==> src/rtl/pipeline_pkg.sv <==
// Shared types for the pipeline debug-trace capture block.
// Latency: n/a (types only). Backpressure: n/a.
// Entry layout puts PC in the top 32 bits of the 96-bit word.
package pipeline_pkg;

    localparam int TRACE_ENTRY_W = 96;

    typedef struct packed {
        logic [31:0] pc;
        logic [31:0] instr;
        logic [31:0] alu_result;
    } trace_entry_t;

    typedef enum logic [2:0] {
        TS_IDLE,
        TS_ARMED,
        TS_POST,
        TS_DONE,
        TS_READ
    } trace_state_t;

endpackage

==> src/rtl/trace_buffer_if.sv <==
// Readout stream of the trace buffer: one captured entry per accepted beat.
// Latency: combinational bundle. Backpressure: RdReady stalls, data held stable.
// master = trace_buffer side, slave = consumer side.
interface trace_buffer_if;
    import pipeline_pkg::*;

    logic         RdValid;
    logic         RdReady;
    logic         RdLast;
    trace_entry_t RdData;

    modport master (output RdValid, output RdData, output RdLast, input RdReady);
    modport slave  (input RdValid, input RdData, input RdLast, output RdReady);

endinterface

==> src/rtl/trace_ram.sv <==
// DEPTH x 96 trace storage, no reset.
// Latency: write lands on the next edge, read is combinational.
// Backpressure: none.
module trace_ram
    import pipeline_pkg::*;
#(
    parameter int DEPTH = 16,
    parameter int AW    = $clog2(DEPTH)
) (
    input  logic          clk,
    input  logic          we_i,
    input  logic [AW-1:0] waddr_i,
    input  trace_entry_t  wdata_i,
    input  logic [AW-1:0] raddr_i,
    output trace_entry_t  rdata_o
);

    trace_entry_t mem [DEPTH];

    always_ff @(posedge clk) begin
        if (we_i) begin
            mem[waddr_i] <= wdata_i;
        end
    end

    assign rdata_o = mem[raddr_i];

endmodule

==> src/rtl/trace_buffer.sv <==
// Circular debug-trace capture with PC trigger, post-trigger count, oldest-first dump.
// Latency: DONE one cycle after the final post-trigger sample, first beat the cycle after.
// Backpressure: RdReady low holds the current entry; capture never stalls the pipeline.
module trace_buffer
    import pipeline_pkg::*;
#(
    parameter int DEPTH = 16,
    parameter int AW    = $clog2(DEPTH)
) (
    input  logic        clk,
    input  logic        reset,
    input  logic        StallD,
    input  logic [31:0] dbg_PCF,
    input  logic [31:0] dbg_InstrD,
    input  logic [31:0] dbg_ALUResultE,
    input  logic        Arm,
    input  logic [31:0] TrigPC,
    input  logic [AW:0] PostCount,
    trace_buffer_if.master rd,
    output logic        Armed,
    output logic        Triggered,
    output logic        Done
);

    localparam logic [AW:0] FULL = (AW+1)'(DEPTH);
    localparam logic [AW:0] ONE  = (AW+1)'(1);
    localparam logic [AW:0] ZERO = '0;

    trace_state_t  state_q, state_d;
    logic [AW-1:0] wr_ptr_q, wr_ptr_d;
    logic [AW-1:0] rd_ptr_q, rd_ptr_d;
    logic [AW:0]   fill_q, fill_d;
    logic [AW:0]   post_left_q, post_left_d;
    logic [AW:0]   rd_left_q, rd_left_d;
    logic          we;
    logic          sample;
    trace_entry_t  wdata;

    assign sample = !StallD;
    assign wdata  = '{pc: dbg_PCF, instr: dbg_InstrD, alu_result: dbg_ALUResultE};

    always_comb begin
        state_d     = state_q;
        wr_ptr_d    = wr_ptr_q;
        rd_ptr_d    = rd_ptr_q;
        fill_d      = fill_q;
        post_left_d = post_left_q;
        rd_left_d   = rd_left_q;
        we          = 1'b0;

        // ARMED and POST share the write path; only trigger/decrement differ.
        if ((state_q == TS_ARMED || state_q == TS_POST) && sample) begin
            we       = 1'b1;
            wr_ptr_d = wr_ptr_q + 1'b1;
            fill_d   = (fill_q == FULL) ? fill_q : fill_q + 1'b1;
        end

        case (state_q)
            TS_IDLE: begin
                if (Arm) begin
                    state_d     = TS_ARMED;
                    wr_ptr_d    = '0;
                    fill_d      = ZERO;
                    post_left_d = (PostCount > FULL) ? FULL : PostCount;
                end
            end
            TS_ARMED: begin
                if (sample && dbg_PCF == TrigPC) begin
                    state_d = (post_left_q == ZERO) ? TS_DONE : TS_POST;
                end
            end
            TS_POST: begin
                if (sample) begin
                    post_left_d = post_left_q - 1'b1;
                    if (post_left_q == ONE) begin
                        state_d = TS_DONE;
                    end
                end
            end
            TS_DONE: begin
                // Once wrapped, the slot about to be overwritten holds the oldest entry.
                rd_ptr_d  = (fill_q == FULL) ? wr_ptr_q : '0;
                rd_left_d = fill_q;
                state_d   = TS_READ;
            end
            TS_READ: begin
                if (rd.RdReady) begin
                    rd_ptr_d  = rd_ptr_q + 1'b1;
                    rd_left_d = rd_left_q - 1'b1;
                    if (rd_left_q == ONE) begin
                        state_d = TS_IDLE;
                    end
                end
            end
            default: state_d = TS_IDLE;
        endcase
    end

    always_ff @(posedge clk) begin
        if (reset) begin
            state_q     <= TS_IDLE;
            wr_ptr_q    <= '0;
            rd_ptr_q    <= '0;
            fill_q      <= '0;
            post_left_q <= '0;
            rd_left_q   <= '0;
        end else begin
            state_q     <= state_d;
            wr_ptr_q    <= wr_ptr_d;
            rd_ptr_q    <= rd_ptr_d;
            fill_q      <= fill_d;
            post_left_q <= post_left_d;
            rd_left_q   <= rd_left_d;
        end
    end

    trace_ram #(.DEPTH(DEPTH), .AW(AW)) u_ram (
        .clk     (clk),
        .we_i    (we),
        .waddr_i (wr_ptr_q),
        .wdata_i (wdata),
        .raddr_i (rd_ptr_q),
        .rdata_o (rd.RdData)
    );

    assign rd.RdValid = (state_q == TS_READ);
    assign rd.RdLast  = (state_q == TS_READ) && (rd_left_q == ONE);
    assign Armed      = (state_q == TS_ARMED);
    assign Triggered  = (state_q == TS_POST);
    assign Done       = (state_q == TS_DONE) || (state_q == TS_READ);

endmodule

==> src/flat_wrapper.sv <==
// flat-port wrapper written by rule: the top's interface ports become plain ports
module trace_buffer_flat import pipeline_pkg::*;
#(
    parameter int DEPTH = 16,
    parameter int AW    = $clog2(DEPTH)
)
  (clk, reset, StallD, dbg_PCF, dbg_InstrD, dbg_ALUResultE, Arm, TrigPC, PostCount, Armed, Triggered, Done, rd_RdValid, rd_RdData, rd_RdLast, rd_RdReady);
  trace_buffer_if rd_i ();
  input  logic clk;
  input  logic reset;
  input  logic StallD;
  input  logic [31:0] dbg_PCF;
  input  logic [31:0] dbg_InstrD;
  input  logic [31:0] dbg_ALUResultE;
  input  logic Arm;
  input  logic [31:0] TrigPC;
  input  logic [AW:0] PostCount;
  output logic Armed;
  output logic Triggered;
  output logic Done;
  output wire logic [$bits(rd_i.RdValid)-1:0] rd_RdValid;
  output wire logic [$bits(rd_i.RdData)-1:0] rd_RdData;
  output wire logic [$bits(rd_i.RdLast)-1:0] rd_RdLast;
  input wire logic [$bits(rd_i.RdReady)-1:0] rd_RdReady;
  assign rd_RdValid = rd_i.RdValid;
  assign rd_RdData = rd_i.RdData;
  assign rd_RdLast = rd_i.RdLast;
  assign rd_i.RdReady = rd_RdReady;
  trace_buffer #(.DEPTH(DEPTH), .AW(AW)) u_core (.clk(clk), .reset(reset), .StallD(StallD), .dbg_PCF(dbg_PCF), .dbg_InstrD(dbg_InstrD), .dbg_ALUResultE(dbg_ALUResultE), .Arm(Arm), .TrigPC(TrigPC), .PostCount(PostCount), .rd(rd_i), .Armed(Armed), .Triggered(Triggered), .Done(Done));
endmodule
==> config.mk <==
export PLATFORM = sky130hd
export DESIGN_NAME = trace_buffer_flat
export DESIGN_NICKNAME = d
export VERILOG_FILES = /design/src/rtl/pipeline_pkg.sv /design/src/rtl/trace_buffer_if.sv /design/src/rtl/trace_ram.sv /design/src/rtl/trace_buffer.sv /design/src/flat_wrapper.sv
export SDC_FILE = /design/constraint.sdc
export NUM_CORES = 1
export LEC_CHECK = 0
export CAP_MARGIN = 20
export CORE_MARGIN = 2
export CORE_UTILIZATION = 58
export CTS_CLUSTER_SIZE = 14
export DETAILED_ROUTE_END_ITERATION = 10
export GPL_TIMING_DRIVEN = 0
export PLACE_DENSITY = 0.89
export SLEW_MARGIN = 20
export SYNTH_ARGS = -nofsm -noshare
export SYNTH_HDL_FRONTEND = slang
export SYNTH_SLANG_ARGS = --single-unit
==> constraint.sdc <==
create_clock -name clk -period 6.3 [get_ports clk]
set_input_delay 1.26 -clock clk [delete_from_list [all_inputs] [get_ports clk]]
set_output_delay 1.26 -clock clk [all_outputs]
set_load 0.01 [all_outputs]
==> key figures, run 1 <==
Yosys
  – FF+latch count, synth: between 1500 and 2000
  – Adder-Cell Fraction of Synth Area: less than 1%
  – Top post-synthesis cells by area: edfxtp_1, mux4_2, dfxtp_1
  – Xor and xnor area share after synthesis: less than 1%
  – Syn_area_per_cell: 25.0 sq um
  – Mux share of post-synthesis cell area: 18.2%
  – Compound-Gate Fraction of Synth Area: 0.458%
  – Post-synth EDFFs: 1536
  – Post-synth top area cell: edfxtp_1
  – Synth top cells by count: edfxtp_1, mux4_2, clkbuf_1
  – Async set-reset flop share out of synthesis: 0%
  – Net Count, Synth: around 2500
  – Top FF cell, synth: edfxtp_1
  – Main combinational cell family by area after synthesis: multiplexers
  – YS warnings: 0
  – Most frequent cell after synthesis: edfxtp_1
  – Post-Syn Instances: 2388
  – Seq/Total Area, Yosys: 78.4%
  – Synth Cell Area: a little under 0.06 sq mm
  – Post-synth cell types: 47
  – Simple-gate share of the synthesized area: 0.972%
  – Top cell type's share of synthesized area: 77.4%

Route
  – # DRC: 0
  – Via count: 30100
  – Post-route ant nets: 0
  – Drt pass-1 iters: 6
  – Drt wl/cell: 38.2 microns
  – Vias per Instance: 6.99
  – Routed wire length: between 150000 and 200000 microns
  – DR iter-0 viols: about 4800

Clocking
  – Post-CTS sizing: 0
  – Postcts setup bufs: 0
  – Clock latency on the worst-skew pair: 0.75 ns
  – Depth of the CTS H-tree: 4
  – Root Buffer: clkbuf_16
  – CTS Buffer Depth: 3
  – Clock tree sinks: 1566
  – Clk slew on worst S/H paths: 0.07 ns
  – # hold bufs at CTS: 0
  – Cts bufs inserted: 150
  – CTS tree: done

Worst setup path
  – Crit path buf inv count: 4
  – Slowest CP cell: clkbuf_1
  – Critical Path Sink Type: primary output
  – CP endpoint: rd_RdData[74]
  – Most Frequent Cell on Critical Path: clkbuf_1
  – Reg2reg setup slack: 2.83 ns
  – Critical path arrival: ~4.5 ns
  – Critical path peak fanout: 10
  – Critical Path, Cell by Cell: clkbuf_1, clkbuf_1, clkbuf_1, mux4_2, clkdlybuf4s50_1
  – Setup Crit Path Kind: flop to primary output
  – Crit path largest cell delay: 0.87 ns
  – Crit-path leading delay family: buffers and inverters
  – Reg-to-Reg End: u_core.u_ram.mem[2][23]$_DFFE_PP_
  – RR Startpoint: u_core.state_q[1]$_SDFFE_PP0P_
  – Worst path depth: 5
  – FF-to-FF path depth: 7
  – Required time of the critical path: 5.04 ns
  – Setup crit start kind: flop

Cells and area
  – Layout cells sized above 1: ~27%
  – Final cell count without fillers: between 4000 and 5000
  – Cell area after layout: 0.0696 sq mm
  – # fillers: 5857
  – Layout area overhead: 16.7%
  – Layout Nets: 2970

Run status
  – Status: finished, final reports clean

Floorplan
  – DIE AREA: 0.105 sq mm
  – Die W: 325 microns
  – Row cnt: 117
  – Initial cell density of the core: 58.5%
  – Die Height: 325 microns
  – Top Ports: between 200 and 250
  – Core area: 0.102 sq mm

Power and ir drop
  – Power Dens Cells: 301 mW/mm^2
  – LEAKAGE: 21.0 nW
  – Clock power frac: 42.8%
  – Gate power share: between 2 and 2.5%
  – Sequential share of power: 54.9%
  – NetSw: 0.00414 W
  – Pwr Total: 0.0209 W
  – Net Sw Frac: about a fifth
  – Max IR drop VDD: 0.251 mV
  – P_int: 0.0168 W

Global routing
  – Pin count of the biggest net entering global routing: 39
  – Initial antenna violation count: 17
  – First-pass GRT wire length: 232000 microns
  – Global route overflow: 0
  – GRT Util Overall: 31.5%
  – Number of global-route vias before repair: 30800

STA
  – Worst-Margin Slew: 1.11 ns
  – Final Max Slew Viols: 0
  – RSZ-0062 raised after global routing: no
  – Slew HR: 26.2%
  – Final hold violation count: 0
  – Final Skew: 0.0264 ns
  – Setup violations, final: 0
  – Total negative slack: 0 ns
  – Period utilization: 92.1%
  – Max Freq: between 0.15 and 0.2 GHz
  – Min cycle time layout: between 5 and 6 ns

Place
  – Buffers on Ports: roughly 240
  – # placed instances: 4036
  – DP HPWL: 91500 microns
  – Dpl cell area: roughly 0.065 sq mm
  – Routability Congestion: between 0.8 and 0.9

Worst hold path
  – Hold Crit Class: flop to flop

Run
  – Maxcap violations: 0
## worst min-delay path: cells and delay by family (launching register included)
family	cells	cell delay, ns
and+or+nand+nor	1	0.07
AOI/OAI and AO/OA	1	0.07
DFF	1	0.35
## state kept, by name (all words and copies together), names as in the netlist, named ones only
name	count
u_core.fill_q	5
u_core.post_left_q	5
u_core.rd_left_q	5
u_core.rd_ptr_q	4
u_core.state_q	3
u_core.u_ram.mem	1536
u_core.wr_ptr_q	4
## power by group through the flow
stage	clock network [W]	logic (W)	registers (W)
2_1_floorplan	0	0.000120	0.0117
4_1_cts	0.00899	0.000469	0.0115
6_report	0.00896	0.000473	0.0115
5_1_grt	0.00934	0.000499	0.0115
3_5_place_dp	0	0.000460	0.0117
3_3_place_gp	0	0.000417	0.0117
## cells in the final DEF (no fill, tap or decap), types with 13 or more instances in the layout
master	count
clkbuf_1	82
edfxtp_1	1536
buf_16	20
clkinv_2	21
mux4_2	480
buf_12	23
clkdlybuf4s50_1	237
a21oi_1	19
bufinv_16	13
clkinv_1	37
clkbuf_16	157
buf_2	20
xnor2_1	34
nor2_1	30
dfxtp_1	30
buf_4	27
## layer usage
metal,up-vias,wire length (microns),global-route usage [%]
met4,24,8550,15.7
met5,-,165,0
met2,2525,84600,52.6
li1,11200,-,-
met3,491,17100,6.74
met1,15800,54400,39.7
## how the worst min path moves through the flow
stage	start	depth (start not counted)	slack, ns	endpoint
2_1_floorplan	u_core.rd_left_q[4]$_SDFFE_PP0P_	2	0.46	u_core.rd_left_q[4]$_SDFFE_PP0P_
3_3_place_gp	u_core.post_left_q[3]$_SDFFE_PP0P_	2	0.49	u_core.post_left_q[3]$_SDFFE_PP0P_
3_5_place_dp	u_core.rd_left_q[4]$_SDFFE_PP0P_	2	0.51	u_core.rd_left_q[4]$_SDFFE_PP0P_
4_1_cts	u_core.rd_left_q[4]$_SDFFE_PP0P_	2	0.52	u_core.rd_left_q[4]$_SDFFE_PP0P_
5_1_grt	u_core.rd_left_q[4]$_SDFFE_PP0P_	2	0.55	u_core.rd_left_q[4]$_SDFFE_PP0P_
6_report	u_core.rd_left_q[0]$_SDFFE_PP0P_	2	0.54	u_core.rd_left_q[0]$_SDFFE_PP0P_
## cells by family (layout without fill, tap and decap cells)
kind of cell	Yosys count	after routing
simple gates	106	106
compound gates	45	45
mux	484	484
fa+ha+maj	12	12
xor+xnor	39	39
buf+inv	136	683
flops	1566	1566
other cells	0	8
## area by class of cell
type	count	area, sq um	area share, %
Timing Repair Buffer	280	3380	4.86
Clock buffer	187	4080	5.87
Sequential cell	1566	46700	67.2
Buffer	123	654	0.941
Multi-Input combinational cell	686	12200	17.6
Inverter	13	48.8	0.0701
Antenna cell	8	20.0	0.0288
Tap cell	1368	1710	2.46
Clock inverter	80	708	1.02
## through the flow
stage          setup slack [ns]  util [%]  hold WS [ns]
2_1_floorplan              1.67         -         0.464
3_3_place_gp              -1.64      62.5         0.488
3_5_place_dp               1.42      63.6         0.510
4_1_cts                   0.549      68.3         0.521
5_1_grt                   0.539      68.3         0.553
6_report                  0.500      68.3         0.536
No activity file was read; power rests on OpenSTA's default activity.
==> run 2: changes to the inputs <==
Settings changed: CORE_UTILIZATION 58 to 35, PLACE_DENSITY 0.89 to 0.63.
==> run 2 against run 1 <==
  * Sequential share of layout area is 0.98 points lower
  * Setup slack gained 0.40 ns
  * Maximum frequency is 7.4% higher
  * Design area is 1.5% higher
  * Via count is 9.5% lower
  * Sequential cell count stayed put
  * Total power is 1.2% lower
==> key figures, run 2 (synthesis gave the netlist of run 1 again) <==
Cells and area
  – Commonest non-fill, non-tap cell in the layout: edfxtp_1 (unchanged)
  – Layout area overhead: 18.4% (was 16.7%)
  – Cell area after layout: 0.0706 sq mm (was 0.0696 sq mm)
  – Area of the multi-input gates: 0.0123 sq mm (was 0.0122 sq mm)
  – # fillers: 14500 (was 5857)
  – Most frequent cells in the layout: edfxtp_1, mux4_2, clkdlybuf4s50_1 (unchanged)
  – Final cell count without fillers: 5155 (was 4311)
  – Layout cells sized above 1: 27.3% (was 27.5%)
  – Reg with most FFs: u_core.u_ram.mem (unchanged)
  – Layout Nets: 2977 (was 2970)
  – FF+latch area: 0.0467 sq mm (unchanged)
  – Max reg flops: 1536 (unchanged)

Power and ir drop
  – Clock power frac: 42.1% (was 42.8%)
  – Net Sw Frac: 19.6% (was 19.8%)
  – NetSw: 0.00406 W (was 0.00414 W)
  – Sequential share of power: 55.6% (was 54.9%)
  – Gate power share: 2.3% (about the same)
  – LEAKAGE: 21.0 nW (about the same)
  – Max IR drop VDD: 0.188 mV (was 0.251 mV)
  – Power Dens Cells: 293 mW/mm^2 (was 301 mW/mm^2)
  – P_int: 0.0166 W (was 0.0168 W)

Worst setup path
  – Reg2reg setup slack: 2.92 ns (was 2.83 ns)
  – Reg-to-Reg End: u_core.u_ram.mem[0][44]$_DFFE_PP_ (was u_core.u_ram.mem[2][23]$_DFFE_PP_)
  – Setup Crit Path Kind: flop to primary output (unchanged)
  – Critical Path Sink Type: primary output (unchanged)
  – CP endpoint: rd_RdData[84] (was rd_RdData[74])
  – Setup crit start kind: flop (unchanged)
  – Critical path arrival: 4.14 ns (was 4.54 ns)
  – FF-to-FF path depth: 7 (unchanged)
  – RR Startpoint: u_core.state_q[1]$_SDFFE_PP0P_ (unchanged)
  – Required time of the critical path: 5.04 ns (about the same)
  – Critical path peak fanout: 10 (unchanged)

Clocking
  – Cts bufs inserted: 158 (was 150)
  – Post-CTS sizing: 0 (unchanged)
  – Clk slew on worst S/H paths: 0.06 ns (was 0.07 ns)
  – Clock latency on the worst-skew pair: 0.78 ns (was 0.75 ns)
  – CTS tree: done (unchanged)
  – CTS Buffer Depth: 3 (unchanged)
  – Postcts setup bufs: 0 (unchanged)
  – # hold bufs at CTS: 0 (unchanged)
  – Clock tree sinks: 1566 (unchanged)
  – Depth of the CTS H-tree: 4 (unchanged)
  – Root Buffer: clkbuf_16 (unchanged)

Route
  – Routed wire length: 149000 microns (was 165000 microns)
  – # DRC: 0 (unchanged)
  – Drt wl/cell: 28.9 microns (was 38.2 microns)
  – Drt pass-1 iters: 5 (was 6)
  – Via count: 27300 (was 30100)
  – DR iter-0 viols: 2880 (was 4792)
  – Post-route ant nets: 0 (unchanged)
  – Vias per Instance: 5.29 (was 6.99)

STA
  – Worst-Margin Slew: 1.07 ns (was 1.11 ns)
  – Setup violations, final: 0 (unchanged)
  – Max Freq: 0.185 GHz (was 0.172 GHz)
  – Period utilization: 85.7% (was 92.1%)
  – Final Max Slew Viols: 0 (unchanged)
  – Final hold violation count: 0 (unchanged)
  – Min cycle time layout: 5.40 ns (was 5.80 ns)
  – Slew HR: 28.3% (was 26.2%)
  – Hold slack: 0.501 ns (was 0.536 ns)
  – Final Skew: 0.0218 ns (was 0.0264 ns)
  – Worst setup margin: 0.900 ns (was 0.500 ns)
  – RSZ-0062 raised after global routing: no (unchanged)

Floorplan
  – DIE AREA: 0.174 sq mm (was 0.105 sq mm)
  – Core area: 0.169 sq mm (was 0.102 sq mm)
  – Top Ports: 239 (unchanged)
  – Die Height: 417 microns (was 325 microns)
  – Die W: 417 microns (was 325 microns)
  – Initial cell density of the core: 35.2% (was 58.5%)
  – Row cnt: 151 (was 117)

Place
  – Buffers on Ports: 237 (unchanged)
  – # placed instances: 4885 (was 4036)
  – Dpl cell area: 0.0659 sq mm (was 0.0648 sq mm)
  – DP HPWL: 89800 microns (was 91500 microns)
  – Routability Congestion: 0.702 (was 0.855)
  – Setup slack after placement: 1.59 ns (was 1.42 ns)

Run status
  – Status: finished, final reports clean (unchanged)

Global routing
  – Global route overflow: 0 (unchanged)
  – GRT Util Overall: 17.2% (was 31.5%)
  – Initial antenna violation count: 16 (was 17)
  – Number of global-route vias before repair: 28300 (was 30800)
  – Pin count of the biggest net entering global routing: 36 (was 39)
  – First-pass GRT wire length: 210000 microns (was 232000 microns)

Run
  – Maxcap violations: 0 (unchanged)

Worst hold path
  – Hold Crit Class: flop to flop (unchanged)
-- run 2: cell types whose count changed in the layout (fill, tap and decap cells not counted), sizes merged --
cell,change
clkinvlp,-3
diode,-5
clkbuf,+13
bufinv,-7
buf,-1
inv,+2
clkinv,-5
-- run 2: worst min path at each step --
stage                                               endpoint                                from  depth (start not counted)
after floorplan             u_core.rd_left_q[4]$_SDFFE_PP0P_    u_core.rd_left_q[4]$_SDFFE_PP0P_                          2
after global placement    u_core.post_left_q[3]$_SDFFE_PP0P_  u_core.post_left_q[3]$_SDFFE_PP0P_                          2
after detailed placement    u_core.rd_left_q[4]$_SDFFE_PP0P_    u_core.rd_left_q[4]$_SDFFE_PP0P_                          2
after CTS                   u_core.rd_left_q[4]$_SDFFE_PP0P_    u_core.rd_left_q[4]$_SDFFE_PP0P_                          2
after global routing      u_core.post_left_q[3]$_SDFFE_PP0P_  u_core.post_left_q[3]$_SDFFE_PP0P_                          2
final                       u_core.rd_left_q[4]$_SDFFE_PP0P_    u_core.rd_left_q[4]$_SDFFE_PP0P_                          2
-- run 2: per-stage QoR --
| stage | utilization (%) | setup TNS, ns | total power (W) |
|---|---|---|---|
| after floorplan | - | 0 | 0.0118 |
| after global placement | 38.3 | -3219.12 | 0.0122 |
| after detailed placement | 38.9 | 0 | 0.0122 |
| after CTS | 41.7 | 0 | 0.0208 |
| after global routing | 41.7 | 0 | 0.0213 |
| final | 41.7 | 0 | 0.0207 |
-- run 2: area by class of cell --
cell class,count,share of cell area [%]
clock inverters,67,0.689
diodes,3,0.0106
plain buffers,123,0.934
multi-input cells,686,17.4
clock buffers,200,5.97
inverters,13,0.0691
well taps,2218,3.93
flip-flops and latches,1566,66.2
repair buffers,279,4.87
-- run 2: metal layers --
metal / GRT usage (%) / wire length, microns
met3: 3.33 / 9400
met2: 28.5 / 74900
met5: 0 / 40
met4: 5.38 / 4030
met1: 22.8 / 60800
-- run 2: power groups by stage --
stage	clock [W]	combinational, W	sequential, W
after floorplan	0	0.000120	0.0117
after global placement	0	0.000461	0.0117
after detailed placement	0	0.000483	0.0117
after CTS	0.00888	0.000485	0.0115
after global routing	0.00926	0.000511	0.0115
final	0.00871	0.000472	0.0115
-- run 2: critical path: stages (launching register included) --
cell	delay, ns
dfxtp_1	0.30
buf_2	0.21
clkbuf_2	0.55
clkbuf_1	0.75
mux4_2	0.44
mux4_2	0.58
clkdlybuf4s50_1	0.52
